### src/rtl/vram_arbiter_if.sv
// Signal bundle between the VRAM arbiter and its clients: display scan-out,
// CPU write port and the shared VRAM wrapper.
interface vram_arbiter_if;
  logic        disp_req;
  logic [13:0] disp_addr;
  logic        disp_ready;
  logic [15:0] disp_data;
  logic        disp_valid;
  logic        cpu_wr;
  logic [13:0] cpu_addr;
  logic [15:0] cpu_wdata;
  logic        cpu_full;
  logic        cpu_overflow;
  logic        vram_rden;
  logic [13:0] vram_raddr;
  logic [15:0] vram_rdata;
  logic        vram_wren;
  logic [13:0] vram_waddr;
  logic [15:0] vram_wdata;
  logic        vram_wrack;

  // slave is the arbiter; master is everything around it
  modport slave (
    input  disp_req, disp_addr, cpu_wr, cpu_addr, cpu_wdata, vram_rdata, vram_wrack,
    output disp_ready, disp_data, disp_valid, cpu_full, cpu_overflow,
           vram_rden, vram_raddr, vram_wren, vram_waddr, vram_wdata
  );
  modport master (
    output disp_req, disp_addr, cpu_wr, cpu_addr, cpu_wdata, vram_rdata, vram_wrack,
    input  disp_ready, disp_data, disp_valid, cpu_full, cpu_overflow,
           vram_rden, vram_raddr, vram_wren, vram_waddr, vram_wdata
  );
endinterface

### src/rtl/vram_arbiter.sv
// Shared single-port VRAM arbiter: display reads have priority over posted CPU
// writes, which drain from a small FIFO under a starvation limit and full override.
module vram_arbiter #(
  parameter int DEPTH      = 4,
  parameter int RD_LAT     = 4,
  parameter int STARVE_MAX = 2
) (
  input logic           clk,
  input logic           reset,
  vram_arbiter_if.slave bus
);
  localparam int AW = $clog2(DEPTH);
  localparam int CW = $clog2(RD_LAT + 1);
  localparam int SW = $clog2(STARVE_MAX + 1);
  localparam logic [AW:0]   FULL_CNT   = (AW+1)'(DEPTH);
  localparam logic [CW-1:0] LAT_LAST   = CW'(RD_LAT - 1);
  localparam logic [CW-1:0] LAT_DONE   = CW'(RD_LAT);
  localparam logic [SW-1:0] STARVE_TOP = SW'(STARVE_MAX);

  localparam logic [1:0] IDLE    = 2'd0;
  localparam logic [1:0] RD_WAIT = 2'd1;
  localparam logic [1:0] WR_WAIT = 2'd2;

  logic [1:0]    state;
  logic [AW-1:0] wr_ptr, rd_ptr;
  logic [AW:0]   count;
  logic [13:0]   fifo_addr [DEPTH];
  logic [15:0]   fifo_data [DEPTH];
  logic          pending;
  logic [13:0]   pend_addr;
  logic [CW-1:0] lat_cnt;
  logic [SW-1:0] starve;

  logic          disp_valid_q, overflow_q, rden_q, wren_q;
  logic [15:0]   disp_data_q, wdata_q;
  logic [13:0]   raddr_q, waddr_q;

  logic          fifo_full, fifo_empty, push, grant_wr, grant_rd;

  // NOTE: every signal written here gets a value before any condition, so no latch is inferred.
  always_comb begin
    fifo_full  = (count == FULL_CNT);
    fifo_empty = (count == '0);
    push       = bus.cpu_wr && !fifo_full;
    grant_wr   = 1'b0;
    grant_rd   = 1'b0;
    if (state == IDLE) begin
      grant_wr = !fifo_empty && (fifo_full || starve == STARVE_TOP || !pending);
      grant_rd = !grant_wr && pending;
    end
  end

  // NOTE: FIFO storage has no reset; count and pointers alone say which entries are valid.
  always_ff @(posedge clk) begin
    if (push) begin
      fifo_addr[wr_ptr] <= bus.cpu_addr;
      fifo_data[wr_ptr] <= bus.cpu_wdata;
    end
  end

  // NOTE: non-blocking throughout, so every decision below sees this cycle's registered state.
  always_ff @(posedge clk) begin
    if (!reset) begin
      state        <= IDLE;
      wr_ptr       <= '0;
      rd_ptr       <= '0;
      count        <= '0;
      pending      <= 1'b0;
      pend_addr    <= '0;
      lat_cnt      <= '0;
      starve       <= '0;
      disp_data_q  <= '0;
      disp_valid_q <= 1'b0;
      overflow_q   <= 1'b0;
      rden_q       <= 1'b0;
      raddr_q      <= '0;
      wren_q       <= 1'b0;
      waddr_q      <= '0;
      wdata_q      <= '0;
    end else begin
      // request strobes are single-cycle; only an IDLE grant raises them
      rden_q       <= 1'b0;
      wren_q       <= 1'b0;
      disp_valid_q <= 1'b0;

      if (push)     wr_ptr <= wr_ptr + 1'b1;
      if (grant_wr) rd_ptr <= rd_ptr + 1'b1;
      if (push && !grant_wr)      count <= count + 1'b1;
      else if (!push && grant_wr) count <= count - 1'b1;

      if (bus.cpu_wr && fifo_full) overflow_q <= 1'b1;

      if (bus.disp_req && !pending) begin
        pending   <= 1'b1;
        pend_addr <= bus.disp_addr;
      end

      case (state)
        IDLE: begin
          if (grant_wr) begin
            wren_q  <= 1'b1;
            waddr_q <= fifo_addr[rd_ptr];
            wdata_q <= fifo_data[rd_ptr];
            starve  <= '0;
            state   <= WR_WAIT;
          end else if (grant_rd) begin
            rden_q  <= 1'b1;
            raddr_q <= pend_addr;
            lat_cnt <= '0;
            if (fifo_empty)                starve <= '0;
            else if (starve != STARVE_TOP) starve <= starve + 1'b1;
            state   <= RD_WAIT;
          end
        end
        RD_WAIT: begin
          lat_cnt <= lat_cnt + 1'b1;
          if (lat_cnt == LAT_LAST) begin
            disp_data_q  <= bus.vram_rdata;
            disp_valid_q <= 1'b1;
            pending      <= 1'b0;
          end
          // one extra cycle here keeps a freshly accepted read visible to IDLE
          if (lat_cnt == LAT_DONE) state <= IDLE;
        end
        WR_WAIT: if (bus.vram_wrack) state <= IDLE;
        default: state <= IDLE;
      endcase
    end
  end

  assign bus.disp_ready   = !pending;
  assign bus.disp_data    = disp_data_q;
  assign bus.disp_valid   = disp_valid_q;
  assign bus.cpu_full     = fifo_full;
  assign bus.cpu_overflow = overflow_q;
  assign bus.vram_rden    = rden_q;
  assign bus.vram_raddr   = raddr_q;
  assign bus.vram_wren    = wren_q;
  assign bus.vram_waddr   = waddr_q;
  assign bus.vram_wdata   = wdata_q;
endmodule

### src/flat_wrapper.sv
// flat-port wrapper written by rule: the top's interface ports become plain ports
module vram_arbiter_flat 
#(
  parameter int DEPTH      = 4,
  parameter int RD_LAT     = 4,
  parameter int STARVE_MAX = 2
)
  (clk, reset, bus_disp_req, bus_disp_addr, bus_cpu_wr, bus_cpu_addr, bus_cpu_wdata, bus_vram_rdata, bus_vram_wrack, bus_disp_ready, bus_disp_data, bus_disp_valid, bus_cpu_full, bus_cpu_overflow, bus_vram_rden, bus_vram_raddr, bus_vram_wren, bus_vram_waddr, bus_vram_wdata);
  vram_arbiter_if bus_i ();
  input logic clk;
  input logic reset;
  input wire logic [$bits(bus_i.disp_req)-1:0] bus_disp_req;
  input wire logic [$bits(bus_i.disp_addr)-1:0] bus_disp_addr;
  input wire logic [$bits(bus_i.cpu_wr)-1:0] bus_cpu_wr;
  input wire logic [$bits(bus_i.cpu_addr)-1:0] bus_cpu_addr;
  input wire logic [$bits(bus_i.cpu_wdata)-1:0] bus_cpu_wdata;
  input wire logic [$bits(bus_i.vram_rdata)-1:0] bus_vram_rdata;
  input wire logic [$bits(bus_i.vram_wrack)-1:0] bus_vram_wrack;
  output wire logic [$bits(bus_i.disp_ready)-1:0] bus_disp_ready;
  output wire logic [$bits(bus_i.disp_data)-1:0] bus_disp_data;
  output wire logic [$bits(bus_i.disp_valid)-1:0] bus_disp_valid;
  output wire logic [$bits(bus_i.cpu_full)-1:0] bus_cpu_full;
  output wire logic [$bits(bus_i.cpu_overflow)-1:0] bus_cpu_overflow;
  output wire logic [$bits(bus_i.vram_rden)-1:0] bus_vram_rden;
  output wire logic [$bits(bus_i.vram_raddr)-1:0] bus_vram_raddr;
  output wire logic [$bits(bus_i.vram_wren)-1:0] bus_vram_wren;
  output wire logic [$bits(bus_i.vram_waddr)-1:0] bus_vram_waddr;
  output wire logic [$bits(bus_i.vram_wdata)-1:0] bus_vram_wdata;
  assign bus_i.disp_req = bus_disp_req;
  assign bus_i.disp_addr = bus_disp_addr;
  assign bus_i.cpu_wr = bus_cpu_wr;
  assign bus_i.cpu_addr = bus_cpu_addr;
  assign bus_i.cpu_wdata = bus_cpu_wdata;
  assign bus_i.vram_rdata = bus_vram_rdata;
  assign bus_i.vram_wrack = bus_vram_wrack;
  assign bus_disp_ready = bus_i.disp_ready;
  assign bus_disp_data = bus_i.disp_data;
  assign bus_disp_valid = bus_i.disp_valid;
  assign bus_cpu_full = bus_i.cpu_full;
  assign bus_cpu_overflow = bus_i.cpu_overflow;
  assign bus_vram_rden = bus_i.vram_rden;
  assign bus_vram_raddr = bus_i.vram_raddr;
  assign bus_vram_wren = bus_i.vram_wren;
  assign bus_vram_waddr = bus_i.vram_waddr;
  assign bus_vram_wdata = bus_i.vram_wdata;
  vram_arbiter #(.DEPTH(DEPTH), .RD_LAT(RD_LAT), .STARVE_MAX(STARVE_MAX)) u_core (.clk(clk), .reset(reset), .bus(bus_i));
endmodule
### config.mk
export PLATFORM = sky130hd
export DESIGN_NAME = vram_arbiter_flat
export DESIGN_NICKNAME = d
export VERILOG_FILES = /design/src/rtl/vram_arbiter_if.sv /design/src/rtl/vram_arbiter.sv /design/src/flat_wrapper.sv
export SDC_FILE = /design/constraint.sdc
export NUM_CORES = 1
export LEC_CHECK = 0
export BUFFER_PORTS_ARGS = -buffer_cell sky130_fd_sc_hd__buf_2
export CELL_PAD_IN_SITES_DETAIL_PLACEMENT = 1
export CELL_PAD_IN_SITES_GLOBAL_PLACEMENT = 1
export CORE_UTILIZATION = 30
export CTS_BUF_LIST = sky130_fd_sc_hd__clkbuf_8 sky130_fd_sc_hd__clkbuf_16
export CTS_CLUSTER_DIAMETER = 40
export DETAILED_ROUTE_END_ITERATION = 10
export GPL_ROUTABILITY_DRIVEN = 0
export HOLD_SLACK_MARGIN = 0.05
export PLACE_DENSITY = 0.61
export SLEW_MARGIN = 20
export SYNTH_ARGS = -nofsm -noshare
export SYNTH_HDL_FRONTEND = slang
export SYNTH_SLANG_ARGS = --single-unit
### constraint.sdc
create_clock -name clk -period 7.9 [get_ports clk]
set_input_delay 1.58 -clock clk [delete_from_list [all_inputs] [get_ports clk]]
set_output_delay 1.58 -clock clk [all_outputs]
set_load 0.02 [all_outputs]
# == After elaboration in Yosys (flattened, before gate mapping) ==
# Memory sizes are Yosys's and may differ from the RTL's. A register that Yosys moved wholly into a read port is not among the register bits.
# Index checks and enable logic that the tools add are counted.
# word_totals
register_bits,63
mem_bits_rw,120
in_bits,65
out_inout_bits,66
elab_cells,93
memories,2
# mem_list
memory,depth,width,rd,rd_ports_with_merged_regs,wr,line,text
u_core.fifo_data,4,16,1,1,1,vram_arbiter.sv:28,logic [15:0] fifo_data [DEPTH];
u_core.fifo_addr,4,14,1,1,1,vram_arbiter.sv:27,logic [13:0] fifo_addr [DEPTH];
# classes
addsub,6
n_eq_ne,12
n_mux,24
n_bitwise,3
reduce_logical,32
# op_table
operator,n
two-way mux 2 bit,8
two-way mux 3 bit,4
AND reduction 3 bit,4
two-way mux 1 bit,10
zero test 1 bit,8
AND reduction 2 bit,4
logical AND 1 bit,7
adder 2 x 1 -> 2 bit (second input constant),3
adder 3 x 1 -> 3 bit (second input constant),2
equality test 3 bit (second input constant),2
inequality test 2 bit (second input constant),3
case mux 2 bit (3 select lines),1
case mux 3 bit (2 select lines),1
nonzero test 2 bit,3
equality test 2 bit (second input constant),2
inequality test 2 x 1 -> 1 bit (second input constant),2
equality test 3 x 2 -> 1 bit (second input constant),1
zero test 3 bit,1
inequality test 3 x 1 -> 1 bit (second input constant),1
NOT 1 bit,3
nonzero test 3 bit,1
OR reduction 3 bit,1
subtractor 3 x 1 -> 3 bit (second input constant),1
equality test 2 x 1 -> 1 bit (second input constant),1
2 further kinds,3

# == Depth between registers and ports, before layout ==
# logic_depth
word_depth,10
ltp_mapped,11
ltp_nobuf,10

# == Least setup slack after synthesis ==
# OpenSTA, ideal clock, no wires.
# synth_timing
path_type,input to register
start,input port bus_cpu_wr
end,register u_core.count[2]
arrival_ns,3.194
path_slack_ns,4.630
path_stages,7
n_path_buf,0
cell_sequence,a21boi_1 > ha_1 > inv_1 > fa_1 > xor2_1 > or3_1 > a21boi_0
# synth_between
elab_chain_len,4
elab_cells_between_ends,6
classes_between,1 x mux; 5 x reduce/logical
# synth_rtl
element,line,text
start: declaration,flat_wrapper.sv:14,input wire logic [$bits(bus_i.cpu_wr)-1:0] bus_cpu_wr;
logical AND 1 bit *,vram_arbiter.sv:44,push = bus.cpu_wr && !fifo_full;
zero test 1 bit,vram_arbiter.sv:89,else if (!push && grant_wr) count <= count - 1'b1;
logical AND 1 bit,vram_arbiter.sv:89,
nonzero test 2 bit (no line),n/a,
end signal: assignment,vram_arbiter.sv:88,if (push && !grant_wr) count <= count + 1'b1;
end signal: assignment,vram_arbiter.sv:89,
end: declaration,vram_arbiter.sv:26,logic [AW:0] count;
# Mark *: on every way between the ends. The rest lies on a longest branch, timed or not.
# A chain may end at the register's enable or synchronous reset.

# == Worst setup path in the final report ==
# layout_timing
start,register u_core.count[0]
end,output port bus_cpu_full
# layout_between
elab_chain_len,1
# layout_rtl
element,line,text
equality test 3 bit,vram_arbiter.sv:42,fifo_full = (count == FULL_CNT);
end: declaration,flat_wrapper.sv:22,output wire logic [$bits(bus_i.cpu_full)-1:0] bus_cpu_full;
# Every way passes these cells.

==> flow_metrics.tcl <==
set metrics [dict create \
    outcome "finished with violations" \
    violations "DRC" \
    min_path_type "flip-flop to flip-flop" \
    post-cts-setup-buffer-count 0 \
    die_h_um 165.7 \
    synthCells 558 \
    synth_top_area_share_pct 44.82 \
    hold_violations 0 \
    fin_crit_sh_pct 41.96 \
    required_ns 6.32 \
    die-area_mm2 0.02745 \
    vias 4927 \
    worst_setup_path_start_kind "flip-flop" \
    grt_overflow 0 \
    rsz0062_at_grt "no" \
    numPortBuffers 130 \
    start_util_pct 30.68 \
    fmax_mhz 301.7 \
    antenna_left 0 \
    core-area_mm2 0.02621 \
    htree_num_levels 1 \
    cts_sinks 213 \
    syn-num-nets 633 \
    cp_slowest_cell "nor2_1" \
    clock_latency_ns 0.56 \
    cts_tree "built" \
    dp_hpwl_mm 11.83 \
    path_cells "nor2_1 > and2_1 > buf_2" \
    drive_gt1_share_pct 32.02 \
    wl_mm 18.64 \
    worst_pin_slew_ns 1.039 \
    die_w_um 165.7 \
    cts_hold_buffers 0 \
    timing.final.max_slew_violations 0 \
    arrival_ns 1.73 \
    layout_min_cycle_time_ns 3.315 \
    grt_max_degree 92 \
    p_leak_nw 3.741 \
    pre_cts_ws_ns 4.070 \
    cts_buffers 30 \
    cpPeakStageDelay_ns 0.40 \
    nNetsFinal 760 \
    grt_pass1_wl_mm 30.30 \
    synthesis.area_mm2 0.008039 \
    powerDensity_mw_per_mm2 350.1 \
    ys_ff_latch 213 \
    track_usage_pct 13.88 \
    num_io_pins 131 \
    finalSetupViolCount 0 \
    post_cts_resized 0 \
    root_buffer "clkbuf_16" \
    path_clk_slew_ns 0.05 \
    antenna_found_initial 1 \
    wl_per_cell_um 17.83 \
    critical_path_class "flip-flop to primary output" \
    clock_path_buffers 3 \
    cp_top_family "simple AND/OR/NAND/NOR gates" \
    cp_max_fo 5 \
    finalWorstSetupSlack_ns 4.585 \
    first_global_vias 5422 \
    drt_drc_violations_left 56 \
    syn_to_final_growth_pct 24.64 \
    drt-initial-drc-count 234 \
    ys_seq_area_share_pct 67.98 \
    ys_types 37 \
    syn_avg_cell_area_um2 14.41 \
    crit_buf_inv 1 \
    maxSlewHeadroom_pct 30.42 \
    row_count 59 \
    yosysWarnings 0 \
    synth_top_area_cell "edfxtp_1" \
    drtPass1Iterations 7 \
    worstSetupEndpointType "primary output" \
    clock_skew_ns 0.02042 \
    synth_area_leaders "edfxtp_1 (45%), dfxtp_1 (23%), mux4_2 (8.4%), nand2_1 (4.4%), a21boi_0 (4.0%)" \
    vias_per_cell 4.715 \
    cap_violations 0 \
    setup_tns_ns 0 \
    max-vdd-ir-drop_mv 0.2012 \
]
-- Yosys cell counts, drive strengths merged --
| cell type | n |
|---|---|
| edfxtp | 120 |
| nand2 | 94 |
| dfxtp | 93 |
| a21boi | 47 |
| nand3 | 33 |
| mux4 | 30 |
| clkbuf | 20 |
| a22o | 17 |
| buf | 17 |
| mux2i | 17 |
| and2 | 9 |
| ha | 9 |
| inv | 8 |
| nor2 | 5 |
| nor2b | 5 |
| o21a | 5 |
| o21ai | 4 |
| a211oi | 3 |
| nand2b | 3 |
| xnor2 | 3 |
| a21oi | 2 |
| and3 | 2 |
| mux2 | 2 |
| or3 | 2 |
| a22oi | 1 |
| a31oi | 1 |
| fa | 1 |
| nand4 | 1 |
| nor3 | 1 |
| nor3b | 1 |
| o211ai | 1 |
| xor2 | 1 |
-- worst paths after layout --
path                            slack [ns]                       from  cells after the start                   endpoint
worst min-delay path                  0.46  u_core.bus.vram_raddr[10]                      2  u_core.bus.vram_raddr[10]
worst min register to register        0.46  u_core.bus.vram_raddr[10]                      2  u_core.bus.vram_raddr[10]
worst max-delay path                  4.59            u_core.count[0]                      3               bus_cpu_full
worst max register to register        4.65           u_core.starve[0]                     10            u_core.count[2]
-- where the power goes --
group          internal, mW  switching (mW)  leakage [nW]
Clock                 0.812           0.532         0.516
Combinational         0.279           0.466          1.37
Sequential             1.33          0.0935          1.86
-- cell families (layout without fill, tap and decap cells) --
| kind of cell | Yosys count | count (layout) | synth area share, % |
|---|---|---|---|
| AO/OA/AOI/OAI | 81 | 81 | 7.689 |
| other | 0 | 1 | 0 |
| adder cells (fa/ha/maj) | 10 | 10 | 1.650 |
| XOR/XNOR | 4 | 4 | 0.4359 |
| buffers and inverters | 45 | 196 | 2.693 |
| flip-flops | 213 | 213 | 67.98 |
| multiplexers | 49 | 49 | 10.80 |
| AND/OR/NAND/NOR | 156 | 156 | 8.747 |
-- through the flow --
step / hold slack [ns] / total power [mW] / util, % / std cells / instance area, um^2
after global placement: 0.4474 / 2.171 / 34.20 / 988 / 8962
after floorplan: 0.4383 / 1.959 / - / 558 / 8039
final: 0.4598 / 3.508 / 38.23 / 1045 / 10020
after CTS: 0.4660 / 3.572 / 38.21 / 1044 / 10010
after global routing: 0.4805 / 3.686 / 38.22 / 1044 / 10020
after detailed placement: 0.4569 / 2.210 / 34.20 / 988 / 8962
-- layer usage --
metal | up-vias | GRT usage [%] | wire length [um]
met5 | - | 0 | 0
met4 | 0 | 3.820 | 384
met3 | 26 | 3.011 | 937
met2 | 128 | 23.91 | 9053
met1 | 2460 | 17.58 | 8261
li1 | 2313 | - | -
-- sequential cells by signal, indices dropped and copies added (netlist names), 14 cells and up --
signal                 flops
u_core.fifo_addr          56
u_core.bus.disp_data      16
u_core.bus.vram_waddr     14
u_core.pend_addr          14
u_core.bus.vram_wdata     16
u_core.fifo_data          64
u_core.bus.vram_raddr     14
-- cell usage in the layout, fill, tap and decap left out, drive strengths merged, types with 8 or more instances in the layout --
master  netlist  final
ha            9      9
mux4         30     30
and2          9      9
clkinv        0      8
nand2        94     94
a22o         17     17
buf          17    132
inv           8     16
a21boi       47     47
mux2i        17     17
dfxtp        93     93
edfxtp      120    120
nand3        33     33
clkbuf       20     35
-- worst min-delay path, stage by stage, from the launching register on --
cell and delay (ns):
dfxtp_1 0.30, nand2_1 0.05, mux2i_1 0.05
-- layout make-up --
class | count | area, um^2
antenna | 1 | 2.502
clock buffer | 35 | 842.1
clock inverter | 21 | 209.0
timing repair buffer | 132 | 665.6
multi-input combinational | 300 | 2384
fill | 2736 | 16190
tap | 335 | 419.2
inverter | 8 | 30.03
sequential | 213 | 5468
No activity file was read; power rests on OpenSTA's default activity.
